$ cat src/rtl/sram_pkg.sv
// Shared types and helpers for the synchronous SRAM block.
package sram_pkg;

   // Controller state: CLEAR sweeps INIT_VAL into the array, RUN serves requests.
   typedef enum logic {
      CLEAR = 1'b0,
      RUN   = 1'b1
   } state_t;

   // Address width for a given depth; at least one bit even when DEPTH is 1.
   function automatic int calc_aw(input int depth);
      int aw;
      aw = $clog2(depth);
      return (aw < 1) ? 1 : aw;
   endfunction

endpackage

$ cat src/rtl/sram_array.sv
// Plain DEPTH x DATA_W storage: one lane-masked write port, one async read port.
module sram_array import sram_pkg::*; #(
   parameter int DATA_W = 8,
   parameter int LANE_W = 4,
   parameter int DEPTH  = 16,
   localparam int NLANES = DATA_W / LANE_W,
   localparam int AW     = calc_aw(DEPTH)
) (
   input  logic              clk,
   input  logic              we,
   input  logic [AW-1:0]     waddr,
   input  logic [DATA_W-1:0] wdata,
   input  logic [NLANES-1:0] wmask,
   input  logic [AW-1:0]     raddr,
   output logic [DATA_W-1:0] rdata
);

   localparam logic [AW:0] DEPTH_W = (AW+1)'(DEPTH);

   logic [DATA_W-1:0] mem_q [DEPTH];

   // Lane-masked write; the array itself is never reset (the clear sweep initialises it).
   always_ff @(posedge clk) begin
      for (int l = 0; l < NLANES; l++) begin
         if (we && wmask[l] && ({1'b0, waddr} < DEPTH_W)) begin
            mem_q[waddr][l*LANE_W +: LANE_W] <= wdata[l*LANE_W +: LANE_W];
         end
      end
   end

   // Asynchronous read; addresses past the end read as zero instead of indexing outside the array.
   always_comb begin
      rdata = '0;
      if ({1'b0, raddr} < DEPTH_W) begin
         rdata = mem_q[raddr];
      end
   end

endmodule

$ cat src/rtl/sram_sync.sv
// Single-port synchronous SRAM with valid/ready requests, lane write mask,
// registered one-entry read response with backpressure, and a clear sweep.
//
// Handshakes: a request transfers on a rising edge where req_valid && req_ready;
// a response transfers on a rising edge where rd_valid && rd_ready. req_ready is
// a function of state, clr, rd_valid and rd_ready only, never of req_valid.
// busy mirrors the CLEAR state and serves as the observable FSM state.
module sram_sync import sram_pkg::*; #(
   parameter int                DATA_W   = 8,
   parameter int                LANE_W   = 4,
   parameter int                DEPTH    = 16,
   parameter logic [DATA_W-1:0] INIT_VAL = '0,
   localparam int NLANES = DATA_W / LANE_W,
   localparam int AW     = calc_aw(DEPTH)
) (
   input  logic              clk,
   input  logic              rst_n,
   input  logic              clr,
   output logic              busy,
   input  logic              req_valid,
   output logic              req_ready,
   input  logic              req_we,
   input  logic [AW-1:0]     req_addr,
   input  logic [DATA_W-1:0] req_wdata,
   input  logic [NLANES-1:0] req_wmask,
   output logic              rd_valid,
   input  logic              rd_ready,
   output logic [DATA_W-1:0] rd_data,
   output logic              rd_err
);

   localparam logic [AW:0] DEPTH_W = (AW+1)'(DEPTH);
   localparam logic [AW:0] LAST_W  = (AW+1)'(DEPTH - 1);

   state_t            state_q, state_d;
   logic [AW-1:0]     cnt_q, cnt_d;
   logic              busy_q, busy_d;
   logic              rd_valid_q, rd_valid_d;
   logic [DATA_W-1:0] rd_data_q, rd_data_d;
   logic              rd_err_q, rd_err_d;

   logic              req_ready_c;
   logic              req_fire;
   logic              addr_ok;
   logic              arr_we;
   logic [AW-1:0]     arr_waddr;
   logic [DATA_W-1:0] arr_wdata;
   logic [NLANES-1:0] arr_wmask;
   logic [DATA_W-1:0] arr_rdata;

   sram_array #(
      .DATA_W (DATA_W),
      .LANE_W (LANE_W),
      .DEPTH  (DEPTH)
   ) u_array (
      .clk   (clk),
      .we    (arr_we),
      .waddr (arr_waddr),
      .wdata (arr_wdata),
      .wmask (arr_wmask),
      .raddr (req_addr),
      .rdata (arr_rdata)
   );

   // Request acceptance: only in RUN, not on a clr cycle, and not while a response is stalled.
   always_comb begin
      req_ready_c = (state_q == RUN) && !clr && !(rd_valid_q && !rd_ready);
      req_fire    = req_valid && req_ready_c;
      addr_ok     = ({1'b0, req_addr} < DEPTH_W);
   end

   // Next state and sweep counter; busy follows the next state so it is registered.
   always_comb begin
      state_d = state_q;
      cnt_d   = cnt_q;
      case (state_q)
         CLEAR: begin
            if ({1'b0, cnt_q} == LAST_W) begin
               state_d = RUN;
               cnt_d   = '0;
            end else begin
               cnt_d = cnt_q + AW'(1);
            end
         end
         RUN: begin
            if (clr) begin
               state_d = CLEAR;
               cnt_d   = '0;
            end
         end
         default: begin
            state_d = CLEAR;
            cnt_d   = '0;
         end
      endcase
      busy_d = (state_d == CLEAR);
   end

   // Array write port: the sweep owns it in CLEAR, accepted in-range writes in RUN.
   always_comb begin
      arr_we    = 1'b0;
      arr_waddr = req_addr;
      arr_wdata = req_wdata;
      arr_wmask = req_wmask;
      if (state_q == CLEAR) begin
         arr_we    = 1'b1;
         arr_waddr = cnt_q;
         arr_wdata = INIT_VAL;
         arr_wmask = '1;
      end else if (req_fire && req_we && addr_ok) begin
         arr_we = 1'b1;
      end
   end

   // Response register: load on an accepted read, drop on consume, otherwise hold.
   always_comb begin
      rd_valid_d = rd_valid_q;
      rd_data_d  = rd_data_q;
      rd_err_d   = rd_err_q;
      if (req_fire && !req_we) begin
         rd_valid_d = 1'b1;
         rd_data_d  = addr_ok ? arr_rdata : '0;
         rd_err_d   = !addr_ok;
      end else if (rd_valid_q && rd_ready) begin
         rd_valid_d = 1'b0;
      end
   end

   // State, counter and output flops with asynchronous active-low reset.
   always_ff @(posedge clk or negedge rst_n) begin
      if (!rst_n) begin
         state_q    <= CLEAR;
         cnt_q      <= '0;
         busy_q     <= 1'b1;
         rd_valid_q <= 1'b0;
         rd_data_q  <= '0;
         rd_err_q   <= 1'b0;
      end else begin
         state_q    <= state_d;
         cnt_q      <= cnt_d;
         busy_q     <= busy_d;
         rd_valid_q <= rd_valid_d;
         rd_data_q  <= rd_data_d;
         rd_err_q   <= rd_err_d;
      end
   end

   assign busy      = busy_q;
   assign req_ready = req_ready_c;
   assign rd_valid  = rd_valid_q;
   assign rd_data   = rd_data_q;
   assign rd_err    = rd_err_q;

endmodule
$ cat config.mk
export PLATFORM = sky130hd
export DESIGN_NAME = sram_sync
export DESIGN_NICKNAME = d
export VERILOG_FILES = /design/src/rtl/sram_pkg.sv /design/src/rtl/sram_array.sv /design/src/rtl/sram_sync.sv
export SDC_FILE = /design/constraint.sdc
export NUM_CORES = 1
export LEC_CHECK = 0
export CAP_MARGIN = 20
export CORE_AREA = 2 2 118 120
export CTS_CLUSTER_DIAMETER = 150
export CTS_CLUSTER_SIZE = 10
export DETAILED_ROUTE_END_ITERATION = 8
export DIE_AREA = 0 0 120 122
export PLACE_DENSITY = 0.72
export SYNTH_ARGS = -nofsm -noshare
export SYNTH_HDL_FRONTEND = slang
export SYNTH_SLANG_ARGS = --single-unit
$ cat constraint.sdc
create_clock -name clk -period 2.38 [get_ports clk]
set_input_delay 0.476 -clock clk [delete_from_list [all_inputs] [get_ports clk]]
set_output_delay 0.476 -clock clk [all_outputs]
set_load 0.05 [all_outputs]
### After elaboration in Yosys (flattened, before gate mapping)

Memories as Yosys holds them, arrays and structs flattened. A register that Yosys moved wholly into a read port is not among the register bits.
Index checks and enable logic that the tools add are counted.

| cells by class | value |
|---|---|
| $add $sub $neg | 1 |
| eq/ne operators | 2 |
| mux-type cells | 17 |
| bitwise operators | 2 |
| reductions and logical operators | 15 |

Operator list:

| operator | count |
|---|---|
| 2-to-1 mux 4 bit | 3 |
| 2-to-1 mux 1 bit | 10 |
| logical AND 1 bit | 9 |
| 2-to-1 mux 8 bit | 1 |
| case mux 4 bit (2 select lines) | 1 |
| logical NOT 1 bit | 5 |
| adder 4 x 1 -> 4 bit (second input constant) | 1 |
| == test 4 bit (second input constant) | 1 |
| 2-to-1 mux 2 bit | 1 |
| != test 2 bit (second input constant) | 1 |
| NOT 1 bit | 2 |
| case mux 1 bit (2 select lines) | 1 |
| nonzero test 2 bit | 1 |

| word-level totals | value |
|---|---|
| register bits | 7 |
| RAM bits | 128 |
| input bits | 20 |
| output and inout port bits | 12 |
| logic and storage cells | 42 |
| memories kept | 1 |

Memories:

| name | words | width | rd ports | clocked after Yosys merged registers in | write ports | line | source |
|---|---|---|---|---|---|---|---|
| u_array.mem_q | 16 | 8 | 1 | 1 | 1 | sram_array.sv:20 | `logic [DATA_W-1:0] mem_q [DEPTH];` |

### Depth between registers and ports, before layout

| depth | value |
|---|---|
| depth after elaboration | 11 |
| mapped depth | 7 |
| mapped depth without buffers | 5 |

### Hierarchy

A second synthesis with hierarchy kept.

| second synthesis, totals | value |
|---|---|
| cells, all modules | 318 |
| area total of the unflattened synthesis | 5884.4 um^2 |

Modules (own cells, without submodules):

| module | instances | cells an instance | area an instance (um^2) | seq. area each (um^2) |
|---|---|---|---|---|
| sram_array | 1 | 251 | 5123.7 | 3843.7 |
| sram_sync | 1 | 67 | 760.7 | 376.6 |

### Least setup slack after synthesis

Ideal clock, no wire load.

| timing | value |
|---|---|
| kind | register to register |
| start | register rd_valid_q, in the netlist rd_valid |
| end | memory u_array.mem_q[13][0] (enable) |
| library setup time | 0.361 ns |
| data arrival time | 1.861 ns |
| data required time | 2.019 ns |
| setup slack | 0.157 ns |
| stages on the path, launching flop included | 6 |
| buffers on the path | 1 |
| clock period less this slack | 2.223 ns |
| cells stage by stage | dfrtp_1 nor2b_1 nor3b_1 a31oi_1 clkbuf_1 nor3_1 |

| between the ends | value |
|---|---|
| cells in the longest elaborated chain, start to end | 10 |

Ends and longest elaborated chain:

| element | line | source |
|---|---|---|
| from (decl) | sram_sync.sv:38 | `logic rd_valid_q, rd_valid_d;` |
| from (signal assigned) | sram_sync.sv:142 | `rd_valid_q <= rd_valid_d;` |
| logical AND 1 bit | sram_sync.sv:67 | `req_ready_c = (state_q == RUN) && !clr && !(rd_valid_q && !rd_ready);` |
| logical NOT 1 bit | sram_sync.sv:67 |  |
| logical AND 1 bit | sram_sync.sv:67 |  |
| logical AND 1 bit | sram_sync.sv:68 | `req_fire = req_valid && req_ready_c;` |
| logical AND 1 bit | sram_sync.sv:110 | `end else if (req_fire && req_we && addr_ok) begin` |
| 2-to-1 mux 1 bit | sram_sync.sv:110 |  |
| 2-to-1 mux 1 bit | sram_sync.sv:105 | `if (state_q == CLEAR) begin` |
| logical AND 1 bit | sram_array.sv:25 | `if (we && wmask[l] && ({1'b0, waddr} < DEPTH_W)) begin` |
| 2-to-1 mux 1 bit | sram_array.sv:25 |  |
| 2-to-1 mux 1 bit (not written as such) | sram_array.sv:26 | `mem_q[waddr][l*LANE_W +: LANE_W] <= wdata[l*LANE_W +: LANE_W];` |
| to (decl) | sram_array.sv:20 |  |

Every way passes these cells.

### Worst setup path in the final report

| timing | value |
|---|---|
| start | register busy_q, in the netlist busy |
| end | output busy |

RTL lines:

| element | line | source |
|---|---|---|
| from (decl) | sram_sync.sv:37 | `logic busy_q, busy_d;` |
| from (signal assigned) | sram_sync.sv:141 | `busy_q <= busy_d;` |
| to (decl) | sram_sync.sv:19 | `output logic busy,` |

No word-level cell between the ends.

==> impl_metrics.toml <==
[worst_setup_path]
critPathTopFamily = "buffers and inverters"
cp-end-kind = "output port"
timing.rr.end = "u_array.mem_q[7][0]$_DFFE_PP_"
path_max_fanout = 1
crit_required_ns = 1.90
crit_chain = "clkdlybuf4s50_1"
slowest_delay_ns = 0.80
critPathCapture = "busy"
cp.depth = 1
startpoint_type = "flip-flop"
reg2reg_from = "state_q$_DFF_PN0_"
startpoint = "busy$_DFF_PN1_"
rr_worst_depth = 5
cp_slowest_cell = "clkdlybuf4s50_1"
critPathArrivalTime_ns = 1.72
crit_type = "flip-flop to output port"
rrSetupSlack_ns = 0.27
crit_buf_inv = 1

[timing]
finalCritPeriodShare_pct = 92.4
fmax_mhz = 455
max_slew_margin_pct = 30.7
rsz0062_at_grt = "no"
finClkSkew_ns = 0.00810
period_minus_slack_ns = 2.20
finalHoldWorstSlack_ns = 0.481
worstMarginPinSlew_ns = 1.03
finalHoldViolations = 0
setup_viol = 0
drv_slew = 0

[yosys]
synth_cell_types = 36
synth_top_area_share_pct = 65.7
synth_common_cells = "edfxtp_1 (128), nor3_1 (43), mux4_2 (32)"
synthArstFlopShare_pct = 10.5
synth-edff-count = 128
syn_area_per_cell_um2 = 17.6
synth_area_leader_cell = "edfxtp_1"
synth_flop_cell = "edfxtp_1"
syn_area_um2 = 5850
synth.most_common_cell = "edfxtp_1"
ys_seq_area_share_pct = 72.1
synth-seq-cells = 143
synth.area.top_cells = "edfxtp_1 (66%), mux4_2 (12%), dfrtp_1 (6.0%)"
ys_warn_count = 0
synth_cells = 332
synth_nets = 353

[clock_tree]
post_cts_buffers = 0
htree_levels = 4
cts.sinks = 143
post_cts_resized = 0
cts-hold-fix-buffers = 0
clk_pin_slew_worst_paths_ns = 0.06
clock_latency_ns = 0.41
root_buffer = "clkbuf_16"
numCtsBuffers = 17
cts_tree = "built"
cts.path.max_buffers = 2

[finish]
layout-drive-gt1-share_pct = 28.7
n_fill_cell = 1018
nets = 437
final_cells = 609
multi_input_area_um2 = 1500
area_growth_pct = 25.4
antenna_cells = 0
final_util_pct = 54.4
regArea_um2 = 4220

[placement]
dpl.hpwl_um = 8180
place_inst = 577
io_buffers = 30
gp_congestion = 0.808

[power]
clkPwrFrac_pct = 32.0
cell_internal_pwr_mw = 6.01
swShare_pct = 28.5
vdd_drop_max_uv = 739
power.switching_mw = 2.40
power_frac_seq_pct = 43.0
pwr_density_cell_nw_per_um2 = 1150
combPwrFrac_pct = 25.0
p_total_mw = 8.41
p_leak_nw = 2.60

[global_route]
grt_start_max_net_pins = 22
grt_util_all_layers_pct = 17.7
grt_overflow = 0
grt_pass1_vias = 3430
antenna_found_initial = 0
grt_first_pass_wirelength_um = 18900

[floorplan]
die_y_um = 122
core_um2 = 13500
ios = 32
dieArea_um2 = 14600
start_util_pct = 43.4
die_w_um = 120
rows = 43

[hold_path]
hold_class = "input port to asynchronous set/reset pin"

[outcome]
run_status = "finished clean"

[detailed_routing]
dr.first_iter.drc_count = 329
drc = 0
ant_nets = 0
wl_per_cell_um = 19.8
drt_wl_total_um = 12100
first_pass_iters = 5
viasPerCell = 5.53
routed-via-count = 3367

[job]
max_cap_viol_count = 0
[flip-flops by register name, summed over array words and instances (netlist names)]
name	count
u_array.mem_q	128
state_q	1
rd_valid	1
cnt_q	4
rd_data	8
busy	1
[cells in the final DEF, fill, tap and decap left out, drive strengths merged]
cell,count
buf,55
o22ai,3
clkinv,6
and3,1
nor2,5
a21oi,3
nand3,1
clkinvlp,2
dfstp,1
a221o,7
nor2b,2
inv,6
nor3,43
bufinv,4
xnor2,1
dfrtp,14
mux2i,7
edfxtp,128
o21ai,3
nor3b,3
nand2,27
and2,8
or4b,1
clkbuf,20
o2bb2ai,1
a32oi,1
o31a,1
clkdlybuf4s50,29
mux2,1
conb,1
mux4,32
nand2b,2
ha,1
a31oi,9
[routing by layer]
metal  wire length [µm]  global-route usage [%]
met1               5080                    22.8
met2               6130                    29.5
met3                657                    3.89
met4                217                    6.99
met5                  0                       0
[per-stage QoR]
stage / TNS, ns / setup slack [ns] / area [µm²]
6_report: 0 / 0.181 / 7340
5_1_grt: 0 / 0.138 / 7340
3_5_place_dp: -9.32 / -0.140 / 6740
3_3_place_gp: -7.17 / -0.150 / 6740
4_1_cts: 0 / 0.166 / 7340
2_1_floorplan: 0 / 0.157 / 5850
[final cells by class]
type	instances	share of cell area (%)
Clock buffer	20	5.95
Clock inverter	12	2.28
Inverter	6	0.307
Multi-Input combinational cell	164	20.5
Sequential cell	143	57.5
Tap cell	180	3.07
Timing Repair Buffer	84	10.4
[worst register-to-register path, stage by stage, from the launching register on]
cell     delay [ns]
dfrtp_1        0.45
buf_4          0.23
nor2_1         0.06
a31oi_1        0.76
nor3_1         0.17
buf_4          0.21
[worst min path at each step]
stage                     cells after the start                     end  slack, ns
after floorplan                               0    cnt_q[0]$_DFFE_PN0P_       0.18
after detailed placement                      1  rd_data[6]$_DFFE_PN0P_       0.50
final                                         1    rd_valid$_DFFE_PN0P_       0.48
after CTS                                     1  rd_data[3]$_DFFE_PN0P_       0.49
after global routing                          1  rd_data[0]$_DFFE_PN0P_       0.52
after global placement                        1  rd_data[4]$_DFFE_PN0P_       0.50
[power groups by stage]
| stage | clock network [mW] | logic [mW] | registers, mW |
|---|---|---|---|
| 2_1_floorplan | 0 | 0.993 | 3.77 |
| 3_3_place_gp | 0 | 2.03 | 3.64 |
| 3_5_place_dp | 0 | 2.07 | 3.66 |
| 4_1_cts | 2.71 | 2.09 | 3.62 |
| 5_1_grt | 2.82 | 2.25 | 3.66 |
| 6_report | 2.69 | 2.10 | 3.62 |
[kinds of logic after synthesis]
group / share of synthesized area, %
DFF: 72.1
and+or+nand+nor: 7.99
muxes: 13.7
AOI/OAI and AO/OA: 3.57
buffers and inverters: 2.22
adders and majority gates: 0.214
other: 0.0641
xor gates and xnor gates: 0.150
Power figures use the tool's default switching activity.
